## config.mk

```make
export PLATFORM = sky130hd
export DESIGN_NAME = store_rmw_flat
export DESIGN_NICKNAME = d
export VERILOG_FILES = /design/src/rtl/store_rmw_if.sv /design/src/rtl/store_rmw.sv /design/src/flat_wrapper.sv
export SDC_FILE = /design/constraint.sdc
export NUM_CORES = 1
export LEC_CHECK = 0
export CORE_ASPECT_RATIO = 0.9
export CORE_UTILIZATION = 51
export CTS_BUF_LIST = sky130_fd_sc_hd__clkbuf_16
export DETAILED_ROUTE_END_ITERATION = 12
export GPL_TIMING_DRIVEN = 0
export PLACE_DENSITY_LB_ADDON = 0.3
export SYNTH_ARGS = -nofsm -noshare
export SYNTH_HDL_FRONTEND = slang
export SYNTH_SLANG_ARGS = --single-unit
```

## constraint.sdc

```tcl
create_clock -name clk -period 2.8 [get_ports clk]
set_input_delay 0.56 -clock clk [delete_from_list [all_inputs] [get_ports clk]]
set_output_delay 0.56 -clock clk [all_outputs]
set_load 0.05 [all_outputs]
```

## src/rtl/store_rmw_if.sv

```systemverilog
// Store request channel plus word-wide data-memory port for store_rmw.
// The slave modport is the store unit; the master is the core/memory side.
interface store_rmw_if #(
  parameter int ADDR_W = 32
);
  logic              st_valid;
  logic              st_ready;
  logic [ADDR_W-1:0] st_addr;
  logic [31:0]       st_data;
  logic [1:0]        st_size;
  logic [ADDR_W-3:0] mem_addr;
  logic              mem_re;
  logic [31:0]       mem_rdata;
  logic              mem_we;
  logic [31:0]       mem_wdata;
  logic              busy;
  logic              done;
  logic              misalign;

  modport master (
    output st_valid, st_addr, st_data, st_size, mem_rdata,
    input  st_ready, mem_addr, mem_re, mem_we, mem_wdata, busy, done, misalign
  );

  modport slave (
    input  st_valid, st_addr, st_data, st_size, mem_rdata,
    output st_ready, mem_addr, mem_re, mem_we, mem_wdata, busy, done, misalign
  );
endinterface

```

## src/rtl/store_rmw.sv

```systemverilog
// Store unit for a word-only data memory: sub-word stores become read-merge-write,
// misaligned or reserved-size stores are rejected with a misalign pulse.
//
//   state | meaning
//   IDLE  | ready for a store request
//   READ  | mem_re issued for the target word (sub-word store)
//   MERGE | read data arrives; addressed lane(s) replaced
//   WRITE | mem_we with full word, done pulse
//   ERR   | rejected request, misalign pulse, no memory access
module store_rmw #(
  parameter int ADDR_W = 32
) (
  input  logic        clk,
  input  logic        rst,
  store_rmw_if.slave  bus
);
  typedef enum logic [2:0] {IDLE, READ, MERGE, WRITE, ERR} state_t;

  localparam logic [1:0] SZ_WORD = 2'b00;
  localparam logic [1:0] SZ_HALF = 2'b01;
  localparam logic [1:0] SZ_BYTE = 2'b10;

  state_t            state, state_nxt;
  logic [ADDR_W-3:0] addr_q;
  logic [1:0]        lane_q;
  logic [1:0]        size_q;
  logic [31:0]       data_q;
  logic [31:0]       merged_q;
  logic              accept;
  logic              bad_req;

  function automatic logic [31:0] merge_lanes(input logic [31:0] old,
                                              input logic [31:0] dat,
                                              input logic [1:0]  size,
                                              input logic [1:0]  lane);
    logic [31:0] w;
    w = old;
    case (size)
      SZ_BYTE: begin
        case (lane)
          2'd0:    w[7:0]   = dat[7:0];
          2'd1:    w[15:8]  = dat[7:0];
          2'd2:    w[23:16] = dat[7:0];
          default: w[31:24] = dat[7:0];
        endcase
      end
      SZ_HALF: begin
        if (lane[1]) w[31:16] = dat[15:0];
        else         w[15:0]  = dat[15:0];
      end
      default: w = old;
    endcase
    return w;
  endfunction

  assign accept = bus.st_valid && bus.st_ready;

  always_comb begin
    bad_req = 1'b0;
    case (bus.st_size)
      SZ_WORD: bad_req = (bus.st_addr[1:0] != 2'b00);
      SZ_HALF: bad_req = bus.st_addr[0];
      SZ_BYTE: bad_req = 1'b0;
      default: bad_req = 1'b1;
    endcase
  end

  always_ff @(posedge clk) begin
    if (rst) state <= IDLE;
    else     state <= state_nxt;
  end

  // Outputs are forced low while rst is high so an in-flight store can never write.
  always_comb begin
    state_nxt     = state;
    bus.st_ready  = 1'b0;
    bus.busy      = 1'b0;
    bus.done      = 1'b0;
    bus.misalign  = 1'b0;
    bus.mem_re    = 1'b0;
    bus.mem_we    = 1'b0;
    bus.mem_addr  = '0;
    bus.mem_wdata = '0;
    if (!rst) begin
      bus.busy = (state != IDLE);
      case (state)
        IDLE: begin
          bus.st_ready = 1'b1;
          if (bus.st_valid) begin
            if (bad_req)                    state_nxt = ERR;
            else if (bus.st_size == SZ_WORD) state_nxt = WRITE;
            else                            state_nxt = READ;
          end
        end
        READ: begin
          bus.mem_re   = 1'b1;
          bus.mem_addr = addr_q;
          state_nxt    = MERGE;
        end
        MERGE: begin
          bus.mem_addr = addr_q;
          state_nxt    = WRITE;
        end
        WRITE: begin
          bus.mem_we    = 1'b1;
          bus.done      = 1'b1;
          bus.mem_addr  = addr_q;
          bus.mem_wdata = (size_q == SZ_WORD) ? data_q : merged_q;
          state_nxt     = IDLE;
        end
        ERR: begin
          bus.misalign = 1'b1;
          state_nxt    = IDLE;
        end
        default: state_nxt = IDLE;
      endcase
    end
  end

  always_ff @(posedge clk) begin
    if (rst) begin
      addr_q   <= '0;
      lane_q   <= '0;
      size_q   <= '0;
      data_q   <= '0;
      merged_q <= '0;
    end else begin
      if (accept) begin
        addr_q <= bus.st_addr[ADDR_W-1:2];
        lane_q <= bus.st_addr[1:0];
        size_q <= bus.st_size;
        data_q <= bus.st_data;
      end
      if (state == MERGE) merged_q <= merge_lanes(bus.mem_rdata, data_q, size_q, lane_q);
    end
  end
endmodule

```

## src/flat_wrapper.sv

```systemverilog
// flat-port wrapper written by rule: the top's interface ports become plain ports
module store_rmw_flat 
#(
  parameter int ADDR_W = 32
)
  (clk, rst, bus_st_valid, bus_st_addr, bus_st_data, bus_st_size, bus_mem_rdata, bus_st_ready, bus_mem_addr, bus_mem_re, bus_mem_we, bus_mem_wdata, bus_busy, bus_done, bus_misalign);
  store_rmw_if #(.ADDR_W(ADDR_W)) bus_i ();
  input  logic clk;
  input  logic rst;
  input wire logic [$bits(bus_i.st_valid)-1:0] bus_st_valid;
  input wire logic [$bits(bus_i.st_addr)-1:0] bus_st_addr;
  input wire logic [$bits(bus_i.st_data)-1:0] bus_st_data;
  input wire logic [$bits(bus_i.st_size)-1:0] bus_st_size;
  input wire logic [$bits(bus_i.mem_rdata)-1:0] bus_mem_rdata;
  output wire logic [$bits(bus_i.st_ready)-1:0] bus_st_ready;
  output wire logic [$bits(bus_i.mem_addr)-1:0] bus_mem_addr;
  output wire logic [$bits(bus_i.mem_re)-1:0] bus_mem_re;
  output wire logic [$bits(bus_i.mem_we)-1:0] bus_mem_we;
  output wire logic [$bits(bus_i.mem_wdata)-1:0] bus_mem_wdata;
  output wire logic [$bits(bus_i.busy)-1:0] bus_busy;
  output wire logic [$bits(bus_i.done)-1:0] bus_done;
  output wire logic [$bits(bus_i.misalign)-1:0] bus_misalign;
  assign bus_i.st_valid = bus_st_valid;
  assign bus_i.st_addr = bus_st_addr;
  assign bus_i.st_data = bus_st_data;
  assign bus_i.st_size = bus_st_size;
  assign bus_i.mem_rdata = bus_mem_rdata;
  assign bus_st_ready = bus_i.st_ready;
  assign bus_mem_addr = bus_i.mem_addr;
  assign bus_mem_re = bus_i.mem_re;
  assign bus_mem_we = bus_i.mem_we;
  assign bus_mem_wdata = bus_i.mem_wdata;
  assign bus_busy = bus_i.busy;
  assign bus_done = bus_i.done;
  assign bus_misalign = bus_i.misalign;
  store_rmw #(.ADDR_W(ADDR_W)) u_core (.clk(clk), .rst(rst), .bus(bus_i));
endmodule
```

Word-level counts from Yosys, hierarchy flattened:

Cells that the tools add are included.

* bits in registers: 101
* bits in latches: 0
* bits in writable memories: 0
* ROM bits: 0
* bits of input ports: 101
* word-level logic and storage cells: 52
* memories: 0

* add/subtract/negate cells: 0
* $mul: 0
* div/mod/pow operators: 0
* magnitude comparators: 0
* eq/ne operators: 11
* shift-type cells: 0
* multiplexer cells: 26
* bitwise gates (word level): 0
* reduce and logical (&&, ||, !) cells: 9

Operators by type and width (count)
* $mux 32: 3
* $pmux 32 s2: 1
* $mux 30: 2
* $mux 16: 2
* $mux 8: 4
* $mux 1: 9
* $pmux 3 s3: 1
* $eq 2x1->1 const B: 3
* $eq 2x2->1 const B: 3
* $eq 3x2->1 const B: 2
* $logic_not 2->1: 3
* $mux 3: 2
* $reduce_or 3->1: 2
* $eq 3x1->1 const B: 1
* $eq 3x3->1 const B: 1
* $logic_not 3->1: 1
* $pmux 1 s3: 1
* $reduce_bool 3->1: 1
* $mux 2: 1
* $ne 2x2->1 const B: 1
* $reduce_bool 2->1: 1
* $logic_and 1x1->1: 1

Longest topological paths before layout:

Gate-level depths: netlist of the first run.

* word-level depth: 5
* mapped depth: 8
* mapped depth without buffers: 5

Worst setup path before layout of the first run:

OpenSTA, ideal clock, no wires.

* kind: input -> output
* start point: input rst
* end point: output bus_mem_re
* data arrival time: 2.539 ns
* required time: 2.240 ns
* setup slack: -0.299 ns
* stages on the path: 3
* path buffers: 2
* cell sequence: buf_2 > clkbuf_1 > nor4b_1

* word-level cells in the longest chain between the ends: 1

RTL lines
* from (decl): line flat_wrapper.sv:9 `input logic rst;`
* $mux 1: line store_rmw.sv:84 `if (!rst) begin`
* to (decl): line flat_wrapper.sv:17 `output wire logic [$bits(bus_i.mem_re)-1:0] bus_mem_re;`

Every way passes these cells.

Final worst setup path of the first run:

* start point: register u_core.state[0]
* end point: output bus_mem_addr[4]

* word-level cells in the longest chain between the ends: 4

RTL lines
* from (decl): line store_rmw.sv:23 `state_t state, state_nxt;`
* from (signal assigned): line store_rmw.sv:70 `else state <= state_nxt;`
* $eq 3x2->1 or $eq 3x1->1 (tied branches): line store_rmw.sv:86 `case (state)`
* $reduce_or 3->1 (no line) (*)
* $mux 30 (*): line store_rmw.sv:86
* $mux 30 (*): line store_rmw.sv:84
* to (decl): line flat_wrapper.sv:16 `output wire logic [$bits(bus_i.mem_addr)-1:0] bus_mem_addr;`

Mark *: on every way between the ends. The rest lies on a longest branch, timed or not.

==> out/qor.yml, run 1 <==
placement:
  hpwl_um: 11700
  place_ws_ps: -928
  place_inst: 851
  portBuffers: 168
  place.gp.congestion: 0.933
setup_path:
  crit_arrival_ps: 2120
  cp.required_ps: 2240
  start_kind: "flop"
  cp_slowest_stage_delay_ps: 470
  cp-end-kind: "primary output"
  path_class: "reg -> out"
  crit_fanout: 10
  slowest_stage: "clkdlybuf4s15_1"
  crit_chain: "buf_6 > o21bai_1 > clkbuf_1 > nor2b_1 > clkdlybuf4s15_1"
clock_network:
  cts_tree: "built"
  cts_max_level: 3
  clockBufferDepth: 2
  cts_made_buffers: 9
  cts_root_buffer: "clkbuf_16"
  clk_latency_ps: 340
  cts_sinks: 101
  clk_pin_slew_worst_paths_ps: 70
grt:
  grt_pass1_vias: 5010
  overflow: 0
  grt_max_degree: 17
  antenna_found_initial: 0
  grt_usage_pct: 29.7
  grt_pass1_wl_um: 25000
timing:
  period_share_pct: 95.8
  finClkSkew_ps: 6.26
  hold_violations: 0
  setup_violations: 0
  tightest_slew_ps: 600
  setup_slack_ps: 118
  rsz0062_at_grt: "false"
  slew_violations: 0
  timing.fmax_mhz: 373
  maxSlewHeadroom_pct: 60.0
  fin_crit_ps: 2680
floorplanning:
  die_w_um: 110
  core_area_mm2: 0.0102
  num_rows: 35
  start_util_pct: 52.4
  die_h_um: 99.3
  ios: 169
  die-area_mm2: 0.0109
drt:
  num_vias: 5026
  postRouteAntennaNets: 0
  wl_per_cell_um: 18.5
  finalWirelength_um: 16000
  first_iter_violations: 326
  avgViaCountPerCell: 5.80
  drt_pre_antenna_iters: 5
  drc_errors: 0
synthesis:
  synth_area_per_cell_um2: 9.69
  ys_warn_count: 0
  synth_ff_type: "dfxtp_1"
  synth_seq_area_share_pct: 37.7
  syn_inst: 554
  synth_top_cell_by_area: "dfxtp_1"
  syn-num-nets: 658
  synth-edff-count: 0
  synth_top_area_share_pct: 37.7
  synth_seq_cells: 101
  ys_top_cells_by_area: "dfxtp_1 (38%), nor2b_1 (11%), mux2_4 (8.1%)"
  postSynth.asyncResetShare_pct: 0
  synthTopCellsByCount: "dfxtp_1 (101), nor2b_1 (98), nor2_1 (67)"
  synth_area_mm2: 0.00537
  synth.most_common_cell: "dfxtp_1"
  synth_cell_types: 37
hold_path:
  hp-class: "reg -> reg"
final_layout:
  fin_nets: 836
  area_delta_synth_final_pct: 37.7
  finalNonFillerCells: 866
  diodes: 0
  drive_above_1_share_pct: 24.0
pwr:
  ir_worst_vdd_v: 0.000423
  leakagePower_nw: 3.07
  power_density_mw_per_mm2: 553
run:
  drv_cap: 0
outcome:
  status: "complete, no violations"
[what timing repair did]
action | in CTS | in global routing
pin swaps | 0 | 1
endpoints found under the setup margin | 67 | 60
cloned | 0 | 0
buffers inserted | 0 | 1
gates resized for setup | 175 | 103
hold buffers | 0 | 0
[worst max-delay path, delay by kind of cell, from the launching register on]
family                 cells  cell delay (ps)
flip-flops                 1              350
buffers and inverters      3             1060
AO/OA/AOI/OAI              1              270
AND/OR/NAND/NOR            1               90
[per-layer routing]
metal / global-route usage (%) / vias up / routed length (µm)
li1: - / 2328 / -
met1: 36.5 / 2423 / 6610
met2: 50.0 / 241 / 7720
met3: 7.34 / 34 / 1320
met4: 11.1 / 0 / 346
met5: 0 / - / 0
[registers in the layout (all words and copies together), names as in the netlist]
register         flops
u_core.state         3
u_core.size_q        2
u_core.data_q       32
u_core.addr_q       30
u_core.lane_q        2
u_core.merged_q     32
[area by class of cell]
cell class,instances,area [µm²]
buffer,59,312
clock buffer,9,225
clock inverter,7,113
fill,807,2850
inverter,3,11.3
multi-input combinational,389,3060
sequential,101,2020
tap,129,161
timing repair buffer,169,1490
[stage by stage]
| step | TNS [ps] | utilization [%] | hold WS, ps | cell area, µm² | total power, mW |
|---|---|---|---|---|---|
| final | 0 | 72.1 | 511 | 7390 | 4.09 |
| after global routing | 0 | 72.1 | 526 | 7390 | 4.24 |
| after CTS | -3670 | 73.9 | 508 | 7580 | 4.08 |
| after detailed placement | -32930 | 70.4 | 499 | 7210 | 2.67 |
| after global placement | -31780 | 70.4 | 486 | 7210 | 2.63 |
| after floorplan | -597 | - | 476 | 5370 | 2.32 |
[cell usage in the layout (no fill, tap or decap), types with 2 or more instances in the layout]
| cell | n |
|---|---|
| nand2b_1 | 2 |
| nand2_1 | 3 |
| clkinv_2 | 2 |
| ha_1 | 3 |
| a211oi_1 | 17 |
| inv_1 | 3 |
| nor4b_1 | 2 |
| mux2i_1 | 32 |
| o211ai_1 | 48 |
| mux2_2 | 37 |
| clkbuf_2 | 22 |
| buf_4 | 7 |
| clkdlybuf4s18_2 | 3 |
| nor3_1 | 2 |
| clkdlybuf4s50_1 | 100 |
| clkdlybuf4s15_2 | 12 |
| dlygate4sd2_1 | 5 |
| bufinv_16 | 3 |
| a221oi_1 | 16 |
| nor2b_1 | 98 |
| clkdlybuf4s15_1 | 3 |
| buf_1 | 4 |
| nor2_1 | 67 |
| mux2_4 | 29 |
| clkbuf_16 | 9 |
| buf_2 | 37 |
| clkbuf_4 | 5 |
| dfxtp_1 | 101 |
| buf_6 | 5 |
| and2_1 | 2 |
| clkbuf_1 | 24 |
| a311oi_1 | 16 |
[final timing paths]
check | endpoint | slack [ps] | depth (start not counted) | startpoint
worst max-delay path | bus_mem_addr[4] | 120 | 5 | u_core.state[0]
worst min-delay path | u_core.merged_q[14] | 510 | 2 | u_core.merged_q[14]
worst max register to register | u_core.merged_q[9] | 620 | 7 | u_core.size_q[0]
worst min register to register | u_core.merged_q[14] | 510 | 2 | u_core.merged_q[14]
[where the power goes]
| part | leakage, nW | switching (mW) | internal, mW |
|---|---|---|---|
| Sequential | 0.829 | 0.0987 | 1.58 |
| Clock | 0.167 | 0.549 | 0.871 |
| Combinational | 2.07 | 0.495 | 0.494 |
[cell families after synthesis]
family	share of synthesized area [%]
flops	37.7
fa+ha+maj	0.699
simple gates	19.3
buf+inv	5.59
compound gates	14.9
mux	21.8
Note: power is estimated with default switching activity, not from simulation.
==> inputs of run 2 (changes only) <==
Settings changed: CAP_MARGIN set to 10, CTS_CLUSTER_SIZE set to 16.
==> results of run 2 <==
The final DEF is identical to that of run 1; final timing and power are the same.
